--- src/rtl/ifid_pkg.sv ---
// Shared types and defaults for the IF/ID pipeline stage.
package ifid_pkg;

  // Default widths; the top exposes these as overridable parameters.
  localparam int IFID_PC_W_DEF    = 8;
  localparam int IFID_INSTR_W_DEF = 32;
  localparam int IFID_STALL_W_DEF = 16;

  // Occupancy of the stage: nothing, main register only, main plus skid.
  typedef enum logic [1:0] {
    ST_EMPTY = 2'b00,
    ST_ONE   = 2'b01,
    ST_FULL  = 2'b10
  } ifid_state_e;

  // One fetch beat at default widths.
  typedef struct packed {
    logic [IFID_PC_W_DEF-1:0]    pc;
    logic [IFID_INSTR_W_DEF-1:0] instr;
    logic                        wb_ff;
  } ifid_payload_t;

  // Value held by the payload registers coming out of reset.
  localparam ifid_payload_t IFID_PAYLOAD_RST = '{
    pc:    {IFID_PC_W_DEF{1'b0}},
    instr: {IFID_INSTR_W_DEF{1'b0}},
    wb_ff: 1'b0
  };

endpackage

--- src/rtl/ifid_stall_counter.sv ---
// Saturating count of cycles in which the stage held a beat it could not hand on.
module ifid_stall_counter #(
  parameter int WIDTH = 16
) (
  input  logic             CLK,
  input  logic             RST_N,
  input  logic             inc,
  output logic [WIDTH-1:0] count
);

  logic [WIDTH-1:0] count_r;
  logic             at_max_s;

  assign at_max_s = (count_r == {WIDTH{1'b1}});
  assign count    = count_r;

  // Count up on each stalled cycle, sticking at all-ones; only reset clears it.
  always_ff @(posedge CLK) begin
    if (!RST_N) begin
      count_r <= {WIDTH{1'b0}};
    end else if (inc && !at_max_s) begin
      count_r <= count_r + {{(WIDTH-1){1'b0}}, 1'b1};
    end else begin
      count_r <= count_r;
    end
  end

endmodule

--- src/rtl/ifid_pipe_stage.sv ---
// IF/ID stage register with valid/ready handshake, optional two-entry skid
// buffer, stall (hazard), flush and a saturating stall-cycle counter.
module ifid_pipe_stage
  import ifid_pkg::*;
#(
  parameter int INSTMEM_LOG2_DEEP = IFID_PC_W_DEF,
  parameter int INSTR_WIDTH       = IFID_INSTR_W_DEF,
  parameter bit SKID_EN           = 1'b1,
  parameter int STALL_CNT_WIDTH   = IFID_STALL_W_DEF
) (
  input  logic                         CLK,
  input  logic                         RST_N,
  input  logic [INSTMEM_LOG2_DEEP-1:0] PC_in,
  input  logic [INSTR_WIDTH-1:0]       instr_in,
  input  logic                         wb_ff_in,
  input  logic                         in_valid,
  output logic                         in_ready,
  input  logic                         hazard,
  input  logic                         flush,
  input  logic                         out_ready,
  output logic                         out_valid,
  output logic [INSTMEM_LOG2_DEEP-1:0] PC_out,
  output logic [INSTR_WIDTH-1:0]       instr_out,
  output logic                         wb_ff_out,
  output logic [STALL_CNT_WIDTH-1:0]   stall_cnt
);

  // Beat layout at this instance's widths.
  typedef struct packed {
    logic [INSTMEM_LOG2_DEEP-1:0] pc;
    logic [INSTR_WIDTH-1:0]       instr;
    logic                         wb_ff;
  } payload_t;

  // Package reset payload resized to this instance.
  localparam payload_t PAYLOAD_RST = '{
    pc:    INSTMEM_LOG2_DEEP'(IFID_PAYLOAD_RST.pc),
    instr: INSTR_WIDTH'(IFID_PAYLOAD_RST.instr),
    wb_ff: IFID_PAYLOAD_RST.wb_ff
  };

  ifid_state_e state_r;
  ifid_state_e state_nxt_s;
  payload_t    main_r;
  payload_t    skid_r;
  payload_t    in_payload_s;
  logic        out_valid_r;
  logic        in_ready_r;
  logic        in_ready_s;
  logic        eff_ready_s;
  logic        accept_s;
  logic        emit_s;
  logic        stall_inc_s;
  logic        load_main_in_s;
  logic        load_main_skid_s;
  logic        load_skid_s;

  assign in_payload_s = '{pc: PC_in, instr: instr_in, wb_ff: wb_ff_in};

  // A decode hazard looks exactly like downstream not being ready.
  assign eff_ready_s = out_ready & ~hazard;

  // With the skid buffer, in_ready is a flop so it never depends on out_ready;
  // without it, a beat may enter only as the held one leaves.
  assign in_ready_s  = SKID_EN ? in_ready_r : (~out_valid_r | eff_ready_s);

  assign accept_s    = in_valid & in_ready_s;
  assign emit_s      = out_valid_r & eff_ready_s;
  assign stall_inc_s = out_valid_r & ~eff_ready_s;

  // Next occupancy and which payload register loads; flush overrides everything.
  always_comb begin
    state_nxt_s      = state_r;
    load_main_in_s   = 1'b0;
    load_main_skid_s = 1'b0;
    load_skid_s      = 1'b0;
    if (flush) begin
      state_nxt_s = ST_EMPTY;
    end else begin
      case (state_r)
        ST_EMPTY: begin
          if (accept_s) begin
            state_nxt_s    = ST_ONE;
            load_main_in_s = 1'b1;
          end else begin
            state_nxt_s = ST_EMPTY;
          end
        end
        ST_ONE: begin
          if (accept_s && emit_s) begin
            state_nxt_s    = ST_ONE;
            load_main_in_s = 1'b1;
          end else if (accept_s) begin
            // Only reachable with the skid buffer: park the new beat behind main.
            if (SKID_EN) begin
              state_nxt_s = ST_FULL;
              load_skid_s = 1'b1;
            end else begin
              state_nxt_s = ST_ONE;
            end
          end else if (emit_s) begin
            state_nxt_s = ST_EMPTY;
          end else begin
            state_nxt_s = ST_ONE;
          end
        end
        ST_FULL: begin
          if (emit_s) begin
            state_nxt_s      = ST_ONE;
            load_main_skid_s = 1'b1;
          end else begin
            state_nxt_s = ST_FULL;
          end
        end
        default: begin
          state_nxt_s = ST_EMPTY;
        end
      endcase
    end
  end

  // Occupancy register plus the registered handshake flags derived from it.
  always_ff @(posedge CLK) begin
    if (!RST_N) begin
      state_r     <= ST_EMPTY;
      out_valid_r <= 1'b0;
      in_ready_r  <= 1'b1;
    end else begin
      state_r     <= state_nxt_s;
      out_valid_r <= (state_nxt_s != ST_EMPTY);
      in_ready_r  <= (state_nxt_s != ST_FULL);
    end
  end

  // Main register: drives the outputs directly; holds bit-exact unless loaded.
  always_ff @(posedge CLK) begin
    if (!RST_N) begin
      main_r <= PAYLOAD_RST;
    end else if (load_main_in_s) begin
      main_r <= in_payload_s;
    end else if (load_main_skid_s) begin
      main_r <= skid_r;
    end else begin
      main_r <= main_r;
    end
  end

  // Skid register: catches the one beat that arrives after the stage stalls.
  always_ff @(posedge CLK) begin
    if (!RST_N) begin
      skid_r <= PAYLOAD_RST;
    end else if (load_skid_s) begin
      skid_r <= in_payload_s;
    end else begin
      skid_r <= skid_r;
    end
  end

  ifid_stall_counter #(
    .WIDTH (STALL_CNT_WIDTH)
  ) u_stall_counter (
    .CLK   (CLK),
    .RST_N (RST_N),
    .inc   (stall_inc_s),
    .count (stall_cnt)
  );

  assign in_ready  = in_ready_s;
  assign out_valid = out_valid_r;
  assign PC_out    = main_r.pc;
  assign instr_out = main_r.instr;
  assign wb_ff_out = main_r.wb_ff;

endmodule

--- config.mk ---
export PLATFORM = sky130hd
export DESIGN_NAME = ifid_pipe_stage
export DESIGN_NICKNAME = d
export VERILOG_FILES = /design/src/rtl/ifid_pkg.sv /design/src/rtl/ifid_stall_counter.sv /design/src/rtl/ifid_pipe_stage.sv
export SDC_FILE = /design/constraint.sdc
export NUM_CORES = 1
export LEC_CHECK = 0
export ABC_AREA = 1
export ABC_CLOCK_PERIOD_IN_PS = 1900
export BUFFER_PORTS_ARGS = -buffer_cell sky130_fd_sc_hd__buf_4
export CAP_MARGIN = 20
export CORE_ASPECT_RATIO = 0.5
export CORE_UTILIZATION = 45
export CTS_CLUSTER_SIZE = 25
export DETAILED_ROUTE_END_ITERATION = 10
export HOLD_SLACK_MARGIN = 0.05
export PLACE_DENSITY = 0.67
export SETUP_SLACK_MARGIN = 0.5
export SLEW_MARGIN = 40
export SYNTH_ARGS = -nofsm -noshare
export SYNTH_HDL_FRONTEND = slang
export SYNTH_HIERARCHICAL = 1
export SYNTH_SLANG_ARGS = --single-unit
--- constraint.sdc ---
create_clock -name CLK -period 1.9 [get_ports CLK]
set_clock_uncertainty 0.2 [all_clocks]
set_input_delay 0.38 -clock CLK [delete_from_list [all_inputs] [get_ports CLK]]
set_output_delay 0.38 -clock CLK [all_outputs]
set_load 0.02 [all_outputs]
== After elaboration in Yosys (flattened, before gate mapping) ==
Index checks and enable logic that the tools add are counted.
Storage, ports and cells
  input port bits: 47
  word-level logic and storage cells: 46
  output and inout port bits: 59
  register bits: 102
Operators by class
  equality and inequality tests: 4
  bitwise logic cells: 6
  $add $sub $neg: 1
  multiplexer cells: 19
  reductions and logical operators: 6
Operators by type and width (count)
  $mux 41: 2
  $add 16x1->16 const B: 1
  $eq 16x16->1 const B: 1
  $mux 1: 11
  $mux 2: 4
  $pmux 2 s3: 1
  $and 1x1->1: 4
  $reduce_bool 2->1: 2
  $eq 2x1->1 const B: 1
  $eq 2x2->1 const B: 1
  $logic_and 1x1->1: 2
  $logic_not 2->1: 1
  $ne 2x2->1 const B: 1
  $not 1->1: 2
  $pmux 1 s2: 1
  $logic_not 1->1: 1

== Longest topological paths before layout ==
  depth in word-level cells: 9
  mapped depth: 12
  mapped depth without buffers: 11

== Cells and area by module ==
Netlist, hierarchy kept.
By module, submodules not included
  ifid_pipe_stage: cells each 530, area each 3742.3 um^2, instances 1
  ifid_stall_counter: cells each 146, area each 988.4 um^2, instances 1

== Least setup slack after synthesis ==
No wires, ideal clock.
  path type: register to register
  start point: register out_valid_r (netlist: out_valid)
  end point: register u_stall_counter.count_r[14] (netlist: u_stall_counter/count[14])
  cell stages (with the launch flop): 9
  arrival time: 1755 ps
  data required time: 1585 ps
  path slack: -170 ps
  library setup time: 115 ps
  path through: dfxtp_1 a21boi_0 inv_2 nor2_4 nand2_2 nor2_1 nand3_1 nand2_1 nor2_1
On the way
  longest elaborated chain between the ends: 2
RTL lines
  start: declaration: line ifid_pipe_stage.sv:47  | logic out_valid_r;
  start signal: assignment: line ifid_pipe_stage.sv:130  | out_valid_r <= (state_nxt_s != ST_EMPTY);
  $and 1x1->1: line ifid_pipe_stage.sv:69  | assign stall_inc_s = out_valid_r & ~eff_ready_s;
  named net stall_inc_s: line ifid_pipe_stage.sv:53  | logic stall_inc_s;
  $logic_and 1x1->1: line ifid_stall_counter.sv:21  | end else if (inc && !at_max_s) begin
  end signal: assignment: line ifid_stall_counter.sv:20  | count_r <= {WIDTH{1'b0}};
  end signal: assignment: line ifid_stall_counter.sv:22  | count_r <= count_r + {{(WIDTH-1){1'b0}}, 1'b1};
  end signal: assignment: line ifid_stall_counter.sv:24  | count_r <= count_r;
  end: declaration: line ifid_stall_counter.sv:11  | logic [WIDTH-1:0] count_r;
The timed path passes the listed nets, and every way through them passes these cells.
A chain may end at the register's enable or synchronous reset.

== Worst setup path after layout ==
  start point: register out_valid_r (netlist: out_valid)
  end point: output out_valid
RTL lines
  end: declaration: line ifid_pipe_stage.sv:21  | output logic out_valid,
No word-level cell between the ends.

==> run_results.csv <==
group,metric,value,unit
outcome,status,"finished, final reports clean",
route,drtIter0Drc,448,
pwr,switching_power,0.00126,W
route,wl,14300,µm
die,core-area,10200,µm²
logic_synthesis,syn_inst,676,
logic_synthesis,yosysSeqAreaShare,0.432,
die,die_area,11000,µm²
pwr,power.leakage,3.55,nW
sta,worst_hold_slack,65.5,ps
logic_synthesis,synth.distinct_cells,25,
die,initial_utilization,0.463,
pwr,clockPowerShare,0.406,
die,num_io_pins,106,
global_route,grt_util_all_layers,0.247,
route,drc,0,
place,place_congestion,0.875,
cells_and_area,nNetsFinal,869,
setup_path,cp_num_buf_inv,4,
pwr,intPower,0.00375,W
pwr,p_per_area,669,nW/µm²
flow_run,max_cap_violations,0,
setup_path,crit_arrival,1170,ps
sta,fin_crit_sh,0.922,
route,dr.pass1.iters,5,
cells_and_area,drive_gt1_frac,0.448,
sta,slew_headroom,0.686,
logic_synthesis,synth_area_leaders,"dfxtp_1 43%, nand3_1 17%, nor2_1 9.4%",
logic_synthesis,synth.largest_area_cell,"dfxtp_1",
route,postRouteAntennaNets,0,
sta,setup_viol,0,
place,placed_area,5940,µm²
route,wl_per_cell,14.8,µm
pwr,comb_power_share,0.146,
sta,hold_viol_final,0,
setup_path,slowest_stage,"dfxtp_4",
pwr,power.total,0.00501,W
global_route,met2_usage,0.418,
logic_synthesis,yosys_register_bits,102,
cells_and_area,area_growth,58.5,%
pwr,swShare,0.252,
global_route,grt_pass1_wl,21300,µm
cells_and_area,mostFrequentLayoutCells,"113 x nand3_1, 104 x nor2_1, 89 x buf_4",
cells_and_area,final_common_cell,"nand3_1",
die,die_x,147,µm
cells_and_area,fin_util,0.734,
clocking,cts-root-buf,"clkbuf_16",
cells_and_area,nFillCells,782,
sta,rsz0062_at_grt,"yes",
setup_path,critical_path_class,"flip-flop to output pin",
global_route,grt_pass1_vias,4374,
clocking,cts_buffer_depth,2,
die,die_h,74.5,µm
place,numPortBuffers,105,
global_route,busiest_layer,"met2",
sta,fin_ws,147,ps
clocking,clock_latency,350,ps
sta,worstMarginPinSlew,470,ps
clocking,cts_num_sinks,102,
route,viasPerCell,5.23,
logic_synthesis,synth_area,4730,µm²
setup_path,worstPathMaxFanout,2,
setup_path,end_kind,"output pin",
clocking,cts_buffers,9,
clocking,hold_buffers,0,
clocking,cts_tree,"yes",
die,rows,26,
pwr,power_frac_seq,0.448,
setup_path,crit_path_cell_trace,"buf_4 -> buf_6 -> buf_4 -> buf_6",
sta,min_period,1750,ps
setup_path,cp-start-kind,"flip-flop",
sta,maxSlewViolCount,0,
setup_path,required,1320,ps
sta,fmax,0.571,GHz
global_route,gr-total-overflow,0,
logic_synthesis,syn_nets,726,
global_route,antenna_found_initial,0,
logic_synthesis,synth.avg_cell_area,7.00,µm²
setup_path,max_stage_delay,350,ps
place,place_ws,-78.6,ps
clocking,cts_max_level,3,
cells_and_area,antenna_cells,0,
clocking,clkTransAtPathRegs,70,ps
place,hpwl,8100,µm
min_path,holdCritPathClass,"primary input to flip-flop",
logic_synthesis,synth_top_area_share,0.432,
route,vias,5040,
setup_path,worst_path_dominant_cell_family,"buffers and inverters",
global_route,met3_usage,0.0681,
global_route,grt_max_degree,70,
logic_synthesis,synth_warnings,6,
global_route,grtUsageMet1,0.313,
cells_and_area,design_area,7500,µm²
pwr,peakVddDrop,514,µV
[synthesized netlist by cell type, drive strengths merged]
cell type	number
nand3	167
nor2	128
dfxtp	102
nand2	89
inv	63
o21ai	49
buf	37
a21oi	25
clkbuf	7
ha	3
nand4	3
nand3b	2
a21boi	1
[metrics by stage]
stage / TNS [ps] / std cells
floorplan: 0 / 676
global placement: -11.0 / 894
detailed placement: -736 / 894
CTS: 0 / 945
global route: 0 / 964
finish: 0 / 964
[what timing repair did]
| action | 4_1_cts | 5_1_grt |
|---|---|---|
| resized for setup | 144 | 64 |
| pin swaps | 14 | 16 |
| setup endpoints to repair | 159 | 161 |
| setup buffers | 31 | 17 |
| gates cloned | 4 | 2 |
[final cells by class]
class                   count  area (µm²)  area share
inverters                  63         258      0.0344
flip-flops and latches    102        2160       0.288
well taps                 140         175      0.0234
clock inverters             6        88.8      0.0118
repair buffers            176        1850       0.247
clock buffers              10         239      0.0319
multi-input cells         467        2730       0.363
[kinds of logic after synthesis]
family	Yosys count	synth area share
AND/OR/NAND/NOR	389	0.380
buffers and inverters	107	0.0971
flip-flops	102	0.432
AO/OA/AOI/OAI	75	0.0830
adder cells (fa/ha/maj)	3	0.00794
[power groups by stage]
stage / combinational [W] / clock (W) / sequential [W]
floorplan: 0.000260 / 0 / 0.00234
global placement: 0.000547 / 0 / 0.00229
detailed placement: 0.000551 / 0 / 0.00229
CTS: 0.000648 / 0.00208 / 0.00224
global route: 0.000787 / 0.00217 / 0.00225
finish: 0.000734 / 0.00204 / 0.00224
[state kept, by name, indices dropped and copies added, names as in the netlist]
name,cells
PC_out,8
skid_r,41
instr_out,32
wb_ff_out,1
in_ready,1
out_valid,1
state_r,2
u_stall_counter/count,16
[tightest hold or removal path, cell delays in order]
cell	delay, ps
buf_4	90
nor2_1	40
nor2_1	80
[worst paths after layout]
path | startpoint | end | slack (ps) | depth (start not counted)
max | out_valid$_SDFF_PN0_ | out_valid | 150 | 4
min | wb_ff_in | skid_r[0]$_SDFFE_PN0P_ | 70 | 3
max reg2reg | out_valid$_SDFF_PN0_ | instr_out[25]$_SDFFE_PN0P_ | 160 | 11
min reg2reg | instr_out[2]$_SDFFE_PN0P_ | instr_out[2]$_SDFFE_PN0P_ | 290 | 2
[metal layers]
layer  wire, µm  share of wire
met1       6450           0.45
met2       6790           0.48
met3        810          0.057
met4        212          0.015
met5          0              0
Note: power is estimated with default switching activity, not from simulation.
